**src/rtl/instr_fetch_pkg.sv**
```systemverilog
// Shared constants and helpers for the instruction fetch stage.
package instr_fetch_pkg;
    localparam int          INSTR_W      = 32;
    localparam logic [31:0] NOP          = 32'h0000_0000;
    localparam logic [31:0] RESET_PC_DEF = 32'h0000_0000;

    typedef enum logic [1:0] {
        SEL_SEQ    = 2'd0,
        SEL_BRANCH = 2'd1,
        SEL_JUMP   = 2'd2,
        SEL_HOLD   = 2'd3
    } pc_sel_e;

    // Redirect targets are byte addresses; fetch is always word aligned.
    function automatic logic [31:0] word_align(input logic [31:0] addr);
        return {addr[31:2], 2'b00};
    endfunction
endpackage

```
**src/rtl/instr_fetch_hold_buf.sv**
```systemverilog
// Stall skid buffer: freezes the presented instruction while the pipe is stalled.
module if_hold_buf
    import instr_fetch_pkg::*;
(
    input  logic               clk,
    input  logic               rst_n,
    input  logic               flush,
    input  logic               stall,
    input  logic [INSTR_W-1:0] cur_ir,
    input  logic [31:0]        cur_pc_plus4,
    input  logic               cur_valid,
    output logic [INSTR_W-1:0] hold_ir,
    output logic [31:0]        hold_pc,
    output logic               hold_valid
);
    always_ff @(posedge clk or negedge rst_n) begin
        if (!rst_n) begin
            hold_ir    <= NOP;
            hold_pc    <= '0;
            hold_valid <= 1'b0;
        end else if (flush) begin
            hold_valid <= 1'b0;
        end else if (stall && !hold_valid) begin
            // A bubble captured here stays a bubble; the pc has not moved, so nothing is lost.
            hold_ir    <= cur_ir;
            hold_pc    <= cur_pc_plus4;
            hold_valid <= cur_valid;
        end else if (!stall) begin
            hold_valid <= 1'b0;
        end
    end
endmodule

```
**src/rtl/instr_fetch.sv**
```systemverilog
// Fetch stage: pc sequencing, redirects and 1-cycle synchronous imem response tagging.
module instr_fetch
    import instr_fetch_pkg::*;
#(
    parameter logic [31:0] RESET_PC = RESET_PC_DEF
) (
    input  logic               clk,
    input  logic               rst_n,
    input  logic               stall,
    input  logic               branch_taken,
    input  logic [31:0]        branch_target,
    input  logic               jump,
    input  logic [31:0]        jump_target,
    output logic [31:0]        imem_addr,
    input  logic [INSTR_W-1:0] imem_rdata,
    output logic [INSTR_W-1:0] ir,
    output logic [31:0]        pc_plus4,
    output logic               valid
);
    logic [31:0]        pc;
    logic [31:0]        resp_pc;
    logic               resp_valid;
    logic [INSTR_W-1:0] hold_ir;
    logic [31:0]        hold_pc;
    logic               hold_valid;
    logic               redirect;
    pc_sel_e            pc_sel;

    assign redirect  = branch_taken | jump;
    assign imem_addr = pc;

    always_comb begin
        pc_sel = SEL_SEQ;
        if (branch_taken)  pc_sel = SEL_BRANCH;
        else if (jump)     pc_sel = SEL_JUMP;
        else if (stall)    pc_sel = SEL_HOLD;
    end

    always_ff @(posedge clk or negedge rst_n) begin
        if (!rst_n) begin
            pc         <= RESET_PC;
            resp_pc    <= '0;
            resp_valid <= 1'b0;
        end else begin
            case (pc_sel)
                SEL_BRANCH: begin
                    pc         <= word_align(branch_target);
                    resp_valid <= 1'b0;
                end
                SEL_JUMP: begin
                    pc         <= word_align(jump_target);
                    resp_valid <= 1'b0;
                end
                // Memory re-reads pc while stalled; the hold buffer masks that word.
                SEL_HOLD: ;
                default: begin
                    pc         <= pc + 32'd4;
                    resp_pc    <= pc;
                    resp_valid <= 1'b1;
                end
            endcase
        end
    end

    always_comb begin
        ir       = NOP;
        pc_plus4 = '0;
        if (hold_valid) begin
            ir       = hold_ir;
            pc_plus4 = hold_pc;
        end else if (resp_valid) begin
            ir       = imem_rdata;
            pc_plus4 = resp_pc + 32'd4;
        end
    end

    assign valid = hold_valid | resp_valid;

    if_hold_buf u_hold (
        .clk          (clk),
        .rst_n        (rst_n),
        .flush        (redirect),
        .stall        (stall),
        .cur_ir       (ir),
        .cur_pc_plus4 (pc_plus4),
        .cur_valid    (valid),
        .hold_ir      (hold_ir),
        .hold_pc      (hold_pc),
        .hold_valid   (hold_valid)
    );
endmodule

```
**config.mk**
```make
export PLATFORM = sky130hd
export DESIGN_NAME = instr_fetch
export DESIGN_NICKNAME = d
export VERILOG_FILES = /design/src/rtl/instr_fetch_pkg.sv /design/src/rtl/instr_fetch_hold_buf.sv /design/src/rtl/instr_fetch.sv
export SDC_FILE = /design/constraint.sdc
export NUM_CORES = 1
export LEC_CHECK = 0
export ABC_AREA = 1
export CAP_MARGIN = 20
export CORE_ASPECT_RATIO = 0.9
export CORE_MARGIN = 2
export CORE_UTILIZATION = 54
export DETAILED_ROUTE_END_ITERATION = 12
export PLACE_DENSITY = 0.83
export SLEW_MARGIN = 20
export SYNTH_ARGS = -nofsm -noshare
export SYNTH_HDL_FRONTEND = slang
export SYNTH_SLANG_ARGS = --single-unit
```
**constraint.sdc**
```tcl
create_clock -name clk -period 4.1 [get_ports clk]
set_input_delay 0.82 -clock clk [delete_from_list [all_inputs] [get_ports clk]]
set_output_delay 0.82 -clock clk [all_outputs]
set_load 0.02 [all_outputs]
```
==> impl_metrics.yaml <==
logic_synthesis:
  netlist.top_cell.by_area: "dfrtp_1"
  dominant_synthesized_flop_cell: "dfrtp_1"
  synth_edf_count: 0
  synth.area.top_cells: "dfrtp_1 (42%), nand2_1 (22%), o21ai_0 (7.6%), nor2_1 (5.2%), inv_1 (5.1%)"
  synthesis.yosys.warnings: 0
  ys_seq_area_share_pct: 41.54
  ys_seq_elements: 126
  synth.lib_cells_used.distinct: 35
  synthesis.area_um2: 7591
  syn-instance-count: 1134
  syn_avg_cell_area_um2: 6.694
  asyncSetResetFlopFracSynth_pct: 100.0
  synth_largest_type_area_fraction_pct: 41.54
place:
  post_dp_cell_area_um2: 9664
  place.detailed.hpwl_um: 16300
  pre_cts_slack_ps: 726.3
  gp_congestion: 1.006
  port_buffers: 191
hold_path:
  hold_path_depth: 2
  timing.hold.worst.class: "register to register"
finish:
  multiInputGateArea_um2: 3834
  num-fill-cells: 1149
  layout.area.seq_um2: 3154
  nets: 1416
  layout-drive-gt1-share_pct: 4.693
  syn_to_final_growth_pct: 35.14
  n_antenna_cell: 0
  final_area_um2: 10260
clocking:
  cts_tree: "yes"
  postCtsSetupRepairBufs: 0
  htree_levels: 4
  clk_root_buffer_cell: "clkbuf_16"
  worst_skew_pair.late_latency_ps: 420
  number_of_buffers_created_by_cts: 17
  clk_path_buf_depth: 2
  postCtsHoldBufs: 0
  numClockSinks: 126
  ctsResizeCount: 0
  clock_transition_at_the_registers_of_the_reported_paths_ps: 50
timing:
  finalCritPeriodShare_pct: 85.33
  setup_viol: 0
  whs_ps: 479.9
  finClkSkew_ps: 5.585
  worst-slew-pin-transition_ps: 838.5
  grt_setup_unrepaired: "no"
  totalNegativeSetupSlack_ps: 0
  timing.final.ws_setup_ps: 601.3
  slew_headroom_pct: 44.10
  timing_hold_violations_final: 0
  timing.fmax_mhz: 285.8
  slew_viol_final: 0
  final.min_clock_period_ps: 3499
critical_path:
  worstPathMaxFanout: 4
  critical_path.endpoint_type: "primary output"
  arrival_ps: 2680
  cp_data_required_time_ps: 3280
  worst_setup_path_start_kind: "register"
  logic_depth_of_the_worst_register_to_register_path: 5
  path_class: "register to primary output"
floorplanning:
  core_region_area_um2: 13900
  die_width_um: 129.0
  dieHeight_um: 116.5
  rows: 41
  area_of_the_die_um2: 15020
  start_util_pct: 54.60
  io_pins: 198
global_routing:
  grt_first_pass_wirelength_um: 35740
  number_of_global_route_vias_before_repair: 7272
  grt-ovfl-total: 0
  grt.total_usage_pct: 30.22
  grt_antenna_before_repair: 0
  largest_net_degree_at_the_start_of_global_routing: 67
status:
  outcome: "completed"
pwr:
  p_leak_nw: 4.674
  power_total_w: 0.004782
  sw_frac_of_total_pct: 34.77
  power_frac_comb_pct: 30.8
  sequentialPowerShare_pct: 37.5
  power_report.internal_total_w: 0.003119
  power_density_nw_per_um2: 466.1
  power.ir.vdd_worst_uv: 342.1
  power_switching_w: 0.001663
  power.share.clock_pct: 31.7
routing:
  post-route-drc-count: 0
  postRouteAntennaNets: 0
  routed_wl_um: 22080
  detail_route.wl_per_cell_um: 14.58
  drt_iter0_markers: 545
  dr.pass1.iters: 5
  detail_route.vias_per_cell: 5.219
  via_count: 7901
flow_run:
  max_cap_violations: 0
-- synth_stat cells, drive strengths merged, types with 5 or more instances --
| master | count |
|---|---|
| nor2 | 113 |
| dfrtp | 126 |
| o21ai | 117 |
| buf | 19 |
| a22o | 11 |
| nand3b | 5 |
| nand3 | 71 |
| clkbuf | 30 |
| o211ai | 9 |
| a21oi | 29 |
| nand2 | 449 |
| nand4 | 9 |
| ha | 6 |
| inv | 105 |
-- power groups by stage --
stage / Combinational (W) / Sequential, W / Clock (W)
after global placement: 0.00143 / 0.00179 / 0
after CTS: 0.00148 / 0.00178 / 0.00153
after global routing: 0.00163 / 0.00183 / 0.00160
after detailed placement: 0.00147 / 0.00180 / 0
final: 0.00147 / 0.00179 / 0.00152
after floorplan: 0.000768 / 0.00179 / 0
-- through the flow --
step,util [%],cells
2_1_floorplan,-,1135
3_3_place_gp,69.52,1483
3_5_place_dp,69.52,1483
4_1_cts,73.77,1514
5_1_grt,73.79,1514
6_report,73.79,1514
-- layout make-up --
cell class                      count  area share, %
Inverter                          108          3.952
Tap cell                          193          2.354
Sequential cell                   126          30.75
Clock inverter                      7          1.073
Multi-Input combinational cell    852          37.37
Clock buffer                       24          4.696
Timing Repair Buffer              204          19.81
-- per-layer routing --
metal  GRT usage, %  vias to the layer above  wire [um]
met5              0                        -          0
met4          13.41                        0        751
met3          5.726                       59       1571
met2          49.24                      352      10150
met1          39.68                     3519       9607
li1               -                     3971          -
-- cell families after synthesis --
family	after synthesis	synth area share (%)
adder cells (fa/ha/maj)	6	0.9889
multiplexers	4	0.5933
AO/OA/AOI/OAI	181	13.35
other	1	0.04940
XOR/XNOR	4	0.4615
flip-flops	126	41.54
buffers and inverters	157	8.142
AND/OR/NAND/NOR	655	34.88
-- sequential cells by signal, summed over array words and instances (netlist names) --
name               cells
u_hold.hold_ir        32
u_hold.hold_pc        32
imem_addr             30
resp_pc               30
resp_valid             1
u_hold.hold_valid      1
-- critical path, cell delays in order (launching register included) --
cell             delay, ps
dfrtp_1                400
ha_1                   220
nand2_1                100
nor2_1                 200
nand2_1                180
inv_1                  120
nand2_1                 70
o21ai_0                340
nand2_1                 80
clkdlybuf4s50_1        560
-- layout by cell type, fill, tap and decap left out, types with 3 or more instances in the layout --
master           count
a22o_1              11
dfrtp_1            125
nand4_1              9
mux2_2               4
clkdlybuf4s50_1    190
nor2_1             104
nor3_1               3
nand2_1            446
buf_4               12
o22ai_1              4
nor2_2               5
a221o_1              4
a21oi_1             29
clkbuf_16           17
bufinv_16            3
xor2_1               4
nand2_2              3
clkbuf_8             3
clkinv_1             3
clkinv_2             4
nand3_1             71
nor2_4               4
inv_1              104
o21ai_0            115
ha_1                 5
o211ai_1             9
clkbuf_1             4
nand3b_1             5
-- path summary, 6_finish.rpt --
| check | startpoint | to | slack, ps |
|---|---|---|---|
| worst max-delay path | resp_pc[2]$_DFFE_PN0N_ | pc_plus4[14] | 600 |
| worst min-delay path | u_hold.hold_pc[25]$_DFFE_PN0P_ | u_hold.hold_pc[25]$_DFFE_PN0P_ | 480 |
| worst max register to register | u_hold.hold_valid$_DFFE_PN0P_ | u_hold.hold_pc[28]$_DFFE_PN0P_ | 2070 |
| worst min register to register | u_hold.hold_pc[25]$_DFFE_PN0P_ | u_hold.hold_pc[25]$_DFFE_PN0P_ | 480 |
| max in group asynchronous | rst_n | resp_pc[28]$_DFFE_PN0N_ | 2800 |
| min in group asynchronous | rst_n | u_hold.hold_ir[9]$_DFFE_PN0P_ | 510 |
Power figures use the tool's default switching activity.
